`src/rtl/LOAD_STORE_FNS.sv`:
```
// Shared encodings and request-decoding helpers for the RV32I memory stage.
package LOAD_STORE_FNS;

  typedef enum logic [2:0] {
    F3_BYTE   = 3'b000,
    F3_HALF   = 3'b001,
    F3_WORD   = 3'b010,
    F3_BYTE_U = 3'b100,
    F3_HALF_U = 3'b101
  } funct3_t;

  localparam logic [31:0] OUTPORT_ADDR = 32'h0000_fffc;

  typedef enum logic [1:0] {
    IDLE,
    REQ,
    WAIT,
    RESP
  } lsu_state_t;

  // Unsized stores and encodings with no RV32I meaning are rejected along with misalignment.
  function automatic logic access_fault(input logic       is_store,
                                        input logic [2:0] funct3,
                                        input logic [1:0] addr_lo);
    logic fault;
    case (funct3)
      F3_BYTE:   fault = 1'b0;
      F3_HALF:   fault = addr_lo[0];
      F3_WORD:   fault = |addr_lo;
      F3_BYTE_U: fault = is_store;
      F3_HALF_U: fault = is_store | addr_lo[0];
      default:   fault = 1'b1;
    endcase
    return fault;
  endfunction

  function automatic logic [3:0] byte_enables(input logic [2:0] funct3,
                                              input logic [1:0] addr_lo);
    logic [3:0] be;
    case (funct3)
      F3_BYTE, F3_BYTE_U: be = 4'b0001 << addr_lo;
      F3_HALF, F3_HALF_U: be = 4'b0011 << {addr_lo[1], 1'b0};
      F3_WORD:            be = 4'b1111;
      default:            be = 4'b0000;
    endcase
    return be;
  endfunction

  function automatic logic [31:0] store_lanes(input logic [2:0]  funct3,
                                              input logic [31:0] wdata);
    logic [31:0] lanes;
    case (funct3)
      F3_BYTE, F3_BYTE_U: lanes = {4{wdata[7:0]}};
      F3_HALF, F3_HALF_U: lanes = {2{wdata[15:0]}};
      F3_WORD:            lanes = wdata;
      default:            lanes = '0;
    endcase
    return lanes;
  endfunction

endpackage

```
`src/rtl/load_extract.sv`:
```
// Picks the addressed byte/half lane of a 32-bit word and sign- or zero-extends it.
module load_extract
  import LOAD_STORE_FNS::*;
(
  input  logic [31:0] i_word,
  input  logic [1:0]  i_addr,
  input  logic [2:0]  i_funct3,
  output logic [31:0] o_value
);

  logic [7:0]  w_byte;
  logic [15:0] w_half;

  always_comb begin
    case (i_addr)
      2'd1:    w_byte = i_word[15:8];
      2'd2:    w_byte = i_word[23:16];
      2'd3:    w_byte = i_word[31:24];
      default: w_byte = i_word[7:0];
    endcase
    w_half = i_addr[1] ? i_word[31:16] : i_word[15:0];
    case (i_funct3)
      F3_BYTE:   o_value = {{24{w_byte[7]}}, w_byte};
      F3_BYTE_U: o_value = {24'd0, w_byte};
      F3_HALF:   o_value = {{16{w_half[15]}}, w_half};
      F3_HALF_U: o_value = {16'd0, w_half};
      F3_WORD:   o_value = i_word;
      default:   o_value = '0;
    endcase
  end

endmodule

```
`src/rtl/load_store_unit.sv`:
```
// RV32I memory stage: turns LOAD/STORE requests into word-aligned memory
// transactions, owns the memory-mapped output port and flags bad accesses.
module load_store_unit
  import LOAD_STORE_FNS::lsu_state_t, LOAD_STORE_FNS::IDLE, LOAD_STORE_FNS::REQ,
         LOAD_STORE_FNS::WAIT, LOAD_STORE_FNS::RESP, LOAD_STORE_FNS::access_fault,
         LOAD_STORE_FNS::byte_enables, LOAD_STORE_FNS::store_lanes;
#(
  parameter logic [31:0] OUTPORT_ADDR = LOAD_STORE_FNS::OUTPORT_ADDR,
  parameter int unsigned ADDR_W       = 32
) (
  input  logic              i_clk,
  input  logic              i_rst,
  input  logic              i_req_valid,
  output logic              o_req_ready,
  input  logic              i_is_store,
  input  logic [2:0]        i_funct3,
  input  logic [31:0]       i_addr,
  input  logic [31:0]       i_wdata,
  output logic              o_resp_valid,
  output logic [31:0]       o_resp_rdata,
  output logic              o_resp_fault,
  output logic              o_mem_req,
  output logic              o_mem_we,
  output logic [ADDR_W-3:0] o_mem_addr,
  output logic [3:0]        o_mem_be,
  output logic [31:0]       o_mem_wdata,
  input  logic              i_mem_rvalid,
  input  logic [31:0]       i_mem_rdata,
  output logic [31:0]       o_outport
);

  lsu_state_t r_state;
  lsu_state_t w_state_next;

  logic              r_is_store;
  logic [2:0]        r_funct3;
  logic [1:0]        r_addr_lo;
  logic              r_resp_valid;
  logic [31:0]       r_resp_rdata;
  logic              r_resp_fault;
  logic              r_mem_req;
  logic              r_mem_we;
  logic [ADDR_W-3:0] r_mem_addr;
  logic [3:0]        r_mem_be;
  logic [31:0]       r_mem_wdata;
  logic [31:0]       r_outport;

  logic              w_fault;
  logic              w_outport_hit;
  logic [3:0]        w_be;
  logic [31:0]       w_lanes;
  logic [31:0]       w_ext_word;
  logic [1:0]        w_ext_addr;
  logic [2:0]        w_ext_funct3;
  logic [31:0]       w_ext_value;

  assign w_fault       = access_fault(i_is_store, i_funct3, i_addr[1:0]);
  assign w_outport_hit = (i_addr == OUTPORT_ADDR);
  assign w_be          = byte_enables(i_funct3, i_addr[1:0]);
  assign w_lanes       = store_lanes(i_funct3, i_wdata);

  // In IDLE the extractor serves an outport load straight from the live request;
  // afterwards it serves the memory word using the latched request fields.
  always_comb begin
    w_ext_word   = i_mem_rdata;
    w_ext_addr   = r_addr_lo;
    w_ext_funct3 = r_funct3;
    if (r_state == IDLE) begin
      w_ext_word   = r_outport;
      w_ext_addr   = i_addr[1:0];
      w_ext_funct3 = i_funct3;
    end
  end

  load_extract u_load_extract (
    .i_word   (w_ext_word),
    .i_addr   (w_ext_addr),
    .i_funct3 (w_ext_funct3),
    .o_value  (w_ext_value)
  );

  always_ff @(posedge i_clk or posedge i_rst) begin
    if (i_rst) begin
      r_state <= IDLE;
    end else begin
      r_state <= w_state_next;
    end
  end

  always_comb begin
    w_state_next = r_state;
    case (r_state)
      IDLE: begin
        if (i_req_valid) begin
          w_state_next = (w_fault || w_outport_hit) ? RESP : REQ;
        end
      end
      REQ:     w_state_next = i_mem_rvalid ? RESP : WAIT;
      WAIT: begin
        if (i_mem_rvalid) begin
          w_state_next = RESP;
        end
      end
      RESP:    w_state_next = IDLE;
      default: w_state_next = IDLE;
    endcase
  end

  always_ff @(posedge i_clk or posedge i_rst) begin
    if (i_rst) begin
      r_is_store   <= 1'b0;
      r_funct3     <= '0;
      r_addr_lo    <= '0;
      r_resp_valid <= 1'b0;
      r_resp_rdata <= '0;
      r_resp_fault <= 1'b0;
      r_mem_req    <= 1'b0;
      r_mem_we     <= 1'b0;
      r_mem_addr   <= '0;
      r_mem_be     <= '0;
      r_mem_wdata  <= '0;
      r_outport    <= '0;
    end else begin
      r_resp_valid <= 1'b0;
      r_resp_rdata <= '0;
      r_resp_fault <= 1'b0;
      r_mem_req    <= 1'b0;
      r_mem_we     <= 1'b0;
      r_mem_addr   <= '0;
      r_mem_be     <= '0;
      r_mem_wdata  <= '0;
      case (r_state)
        IDLE: begin
          if (i_req_valid) begin
            r_is_store <= i_is_store;
            r_funct3   <= i_funct3;
            r_addr_lo  <= i_addr[1:0];
            if (w_fault) begin
              r_resp_valid <= 1'b1;
              r_resp_fault <= 1'b1;
            end else if (w_outport_hit) begin
              r_resp_valid <= 1'b1;
              if (i_is_store) begin
                for (int i = 0; i < 4; i++) begin
                  if (w_be[i]) begin
                    r_outport[8*i +: 8] <= w_lanes[8*i +: 8];
                  end
                end
              end else begin
                r_resp_rdata <= w_ext_value;
              end
            end else begin
              r_mem_req   <= 1'b1;
              r_mem_we    <= i_is_store;
              r_mem_addr  <= i_addr[ADDR_W-1:2];
              r_mem_be    <= w_be;
              r_mem_wdata <= i_is_store ? w_lanes : 32'd0;
            end
          end
        end
        REQ, WAIT: begin
          if (i_mem_rvalid) begin
            r_resp_valid <= 1'b1;
            r_resp_rdata <= r_is_store ? 32'd0 : w_ext_value;
          end
        end
        default: begin
        end
      endcase
    end
  end

  assign o_req_ready  = (r_state == IDLE);
  assign o_resp_valid = r_resp_valid;
  assign o_resp_rdata = r_resp_rdata;
  assign o_resp_fault = r_resp_fault;
  assign o_mem_req    = r_mem_req;
  assign o_mem_we     = r_mem_we;
  assign o_mem_addr   = r_mem_addr;
  assign o_mem_be     = r_mem_be;
  assign o_mem_wdata  = r_mem_wdata;
  assign o_outport    = r_outport;

endmodule

```
`config.mk`:
```
export PLATFORM = sky130hd
export DESIGN_NAME = load_store_unit
export DESIGN_NICKNAME = d
export VERILOG_FILES = /design/src/rtl/LOAD_STORE_FNS.sv /design/src/rtl/load_extract.sv /design/src/rtl/load_store_unit.sv
export SDC_FILE = /design/constraint.sdc
export NUM_CORES = 1
export LEC_CHECK = 0
export ABC_AREA = 1
export BUFFER_PORTS_ARGS = -buffer_cell sky130_fd_sc_hd__buf_2
export CAP_MARGIN = 20
export CORE_MARGIN = 1.5
export CORE_UTILIZATION = 29
export CTS_CLUSTER_DIAMETER = 40
export CTS_CLUSTER_SIZE = 10
export DETAILED_ROUTE_END_ITERATION = 6
export PLACE_DENSITY = 0.5
export SLEW_MARGIN = 15
export SYNTH_ARGS = -nofsm -noshare
export SYNTH_HDL_FRONTEND = slang
export SYNTH_HIERARCHICAL = 1
export SYNTH_SLANG_ARGS = --single-unit
```
`constraint.sdc`:
```
create_clock -name i_clk -period 5.16 [get_ports i_clk]
set_input_delay 0.516 -clock i_clk [delete_from_list [all_inputs] [get_ports i_clk]]
set_output_delay 0.516 -clock i_clk [all_outputs]
set_load 0.005 [all_outputs]
```
==> impl_metrics.yaml <==
logic_synthesis:
  yosys-top-cells-area: "dfrtp_1 (49%), nand2_1 (22%), inv_1 (6.1%)"
  synth.distinct_cells: 27
  synth-compound-area-share_pct: 7.34
  synth_top_cell_area_share_pct: 49.2
  synth_top_cell_by_area: "dfrtp_1"
  synthArstFlopShare_pct: 100
  yosys.area_share.simple_pct: 32.9
  synthMostInstantiatedCell: "nand2_1"
  avgSynthCellArea_sq_um: 7.28
  synthFlopType: "dfrtp_1"
  synthAdderAreaFrac_pct: 0.693
  synth_nets: 1100
  synth_mux_area_share_pct: 0
  synth_common_cells: "nand2_1 (423), dfrtp_1 (142), inv_1 (117)"
  synth_edf_count: 0
  seq_area_frac_synth_pct: 49.2
  ys_ff_latch: 142
  netlist_area_sq_um: 7220
  synthCells: 992
  yosys.area_share.xor_xnor_pct: 0
  ys_warn_count: 6
  synth_top_family_by_area: "simple AND/OR/NAND/NOR gates"
floorplan:
  die_w_um: 161
  rows: 57
  die_area_sq_um: 25900
  io_pins: 239
  coreArea_sq_um: 24400
  die_h_um: 161
  initial_utilization_pct: 29.6
sta:
  max_freq_mhz: 325
  rsz0062_at_grt: "no"
  setup_viol: 0
  fin_skew_ns: 0.0146
  hold_slack_ns: 0.263
  period_share_pct: 59.7
  min_period_ns: 3.08
  worstMarginPinSlew_ns: 0.948
  drv_slew: 0
  final.setup.tns_ns: 0
  fin_ws_ns: 2.08
  slew_headroom_pct: 36.8
  finalHoldViolCount: 0
drt:
  met1Wirelength_mm: 11.5
  via_count: 7066
  drt-initial-drc-count: 474
  wl_per_cell_um: 16.3
  wl_mm: 25.4
  met2WireLength_mm: 11.6
  first_pass_iters: 5
  drcViolationCount: 0
  met3_length_mm: 1.73
  vias_per_cell: 4.54
  ant_nets: 0
  top_layer_used: "met5"
clock_tree:
  cts_buffers: 17
  clk_pin_slew_ns: 0.07
  cts_root_buf: "clkbuf_16"
  cts_htree_levels: 4
  clk_latency_ns: 0.44
  postCtsHoldBufs: 0
  clock-sinks: 142
  cts_resized: 0
  cts_max_path_buffers: 2
  cts_setup_buffers: 0
  cts_tree: "yes"
cells_and_area:
  final_layout_size_suffix_gt1_share_pct: 24.7
  finalNetCount: 1321
  syn_to_final_growth_pct: 28.1
placement:
  io_buffers: 238
  dp_hpwl_mm: 19.4
  gp_congestion: 0.904
  pre_cts_ws_ns: 2.11
setup_path:
  r2r_cells: 14
  crit_required_ns: 5.49
  critical_path_class: "register to register"
  cp_max_fo: 36
  cp.arrival_ns: 3.41
  start_kind: "register"
  endpoint_kind: "register"
global_routing:
  grt_usage_pct: 19.9
  grt_max_degree: 101
  overflow: 0
  grt_pass1_vias: 6779
  grt_pass1_wl_mm: 38.8
  antenna_found_initial: 7
power:
  cellPowerDensity_nw_per_um2: 457
  ir_drop_mv: 0.193
  leakagePower_nw: 5.62
outcome:
  status: "finished, final reports clean"
min_path:
  hold_class: "primary input to asynchronous set/reset pin"
job:
  cap_violations: 0
-- kinds of logic after synthesis --
kind of cell / count (synthesis)
flops: 142
buf+inv: 169
compound gates: 95
fa+ha+maj: 4
simple gates: 582
-- critical path: stages, from the launching register on --
cell and delay, ns:
dfrtp_1 0.39, inv_1 0.12, ha_1 0.18, clkinv_1 0.19, buf_4 0.31, o21ai_0 0.18, buf_4 0.23, inv_1 0.11
nor3_4 0.66, nand2_1 0.12, nand2_1 0.13, inv_1 0.05, nand2_1 0.06, nand2_1 0.06, a21oi_1 0.18
-- final timing paths --
path | startpoint | endpoint | slack, ns
setup / recovery | r_state[0] | o_resp_rdata[14] | 2.08
hold / removal | i_rst | o_resp_rdata[15] | 0.26
setup reg to reg | r_state[0] | o_resp_rdata[14] | 2.08
hold reg to reg | r_funct3[0] | r_funct3[0] | 0.49
max in group asynchronous | i_rst | o_resp_rdata[1] | 3.65
min in group i_clk | i_addr[7] | o_mem_addr[5] | 0.29
-- per-layer routing --
layer  track usage, %  up-vias
met3             5.19       38
met1             26.5     3275
met5                0        -
met4             6.40        4
li1                 -     3508
met2             31.5      241
-- area by class of cell --
class                   count  area [sq um]
clock buffers              17           425
diodes                      5          12.5
well taps                 324           405
inverters                 123           469
clock inverters            15           153
multi-input cells         681          2960
flip-flops and latches    142          3550
fillers                  2718         15100
repair buffers            248          1270
-- report_power, final --
part	switching [mW]	internal [mW]
registers	0.0386	1.23
clock network	0.553	0.682
logic	1.18	0.544
-- metrics by stage --
| stage | cell area, sq um | utilization [%] | total power, mW | cells |
|---|---|---|---|---|
| 2_1_floorplan | 7220 | - | 2.56 | 992 |
| 3_3_place_gp | 8650 | 35.5 | 2.99 | 1517 |
| 3_5_place_dp | 8670 | 35.5 | 3.01 | 1518 |
| 4_1_cts | 9240 | 37.9 | 4.26 | 1550 |
| 5_1_grt | 9250 | 37.9 | 4.55 | 1552 |
| 6_report | 9260 | 38.0 | 4.23 | 1555 |
-- cells in the final DEF (no fill, tap or decap), drive strengths merged --
master,count
clkbuf,17
nor2,84
nor3,3
ha,4
o31ai,2
nand2,426
o21ai,24
nand4,25
inv,130
nand3,42
diode,5
or2,2
dfrtp,142
clkinv,5
buf,248
clkinvlp,2
bufinv,1
a31oi,8
a21oi,51
o22ai,10
-- flip-flops by register name, indices dropped and copies added, names as in the netlist, 2 cells and up --
register / count
o_mem_be: 4
r_state: 2
r_addr_lo: 2
o_resp_rdata: 32
o_mem_addr: 30
r_funct3: 3
o_mem_wdata: 32
o_outport: 32
Note: power is estimated with default switching activity, not from simulation.
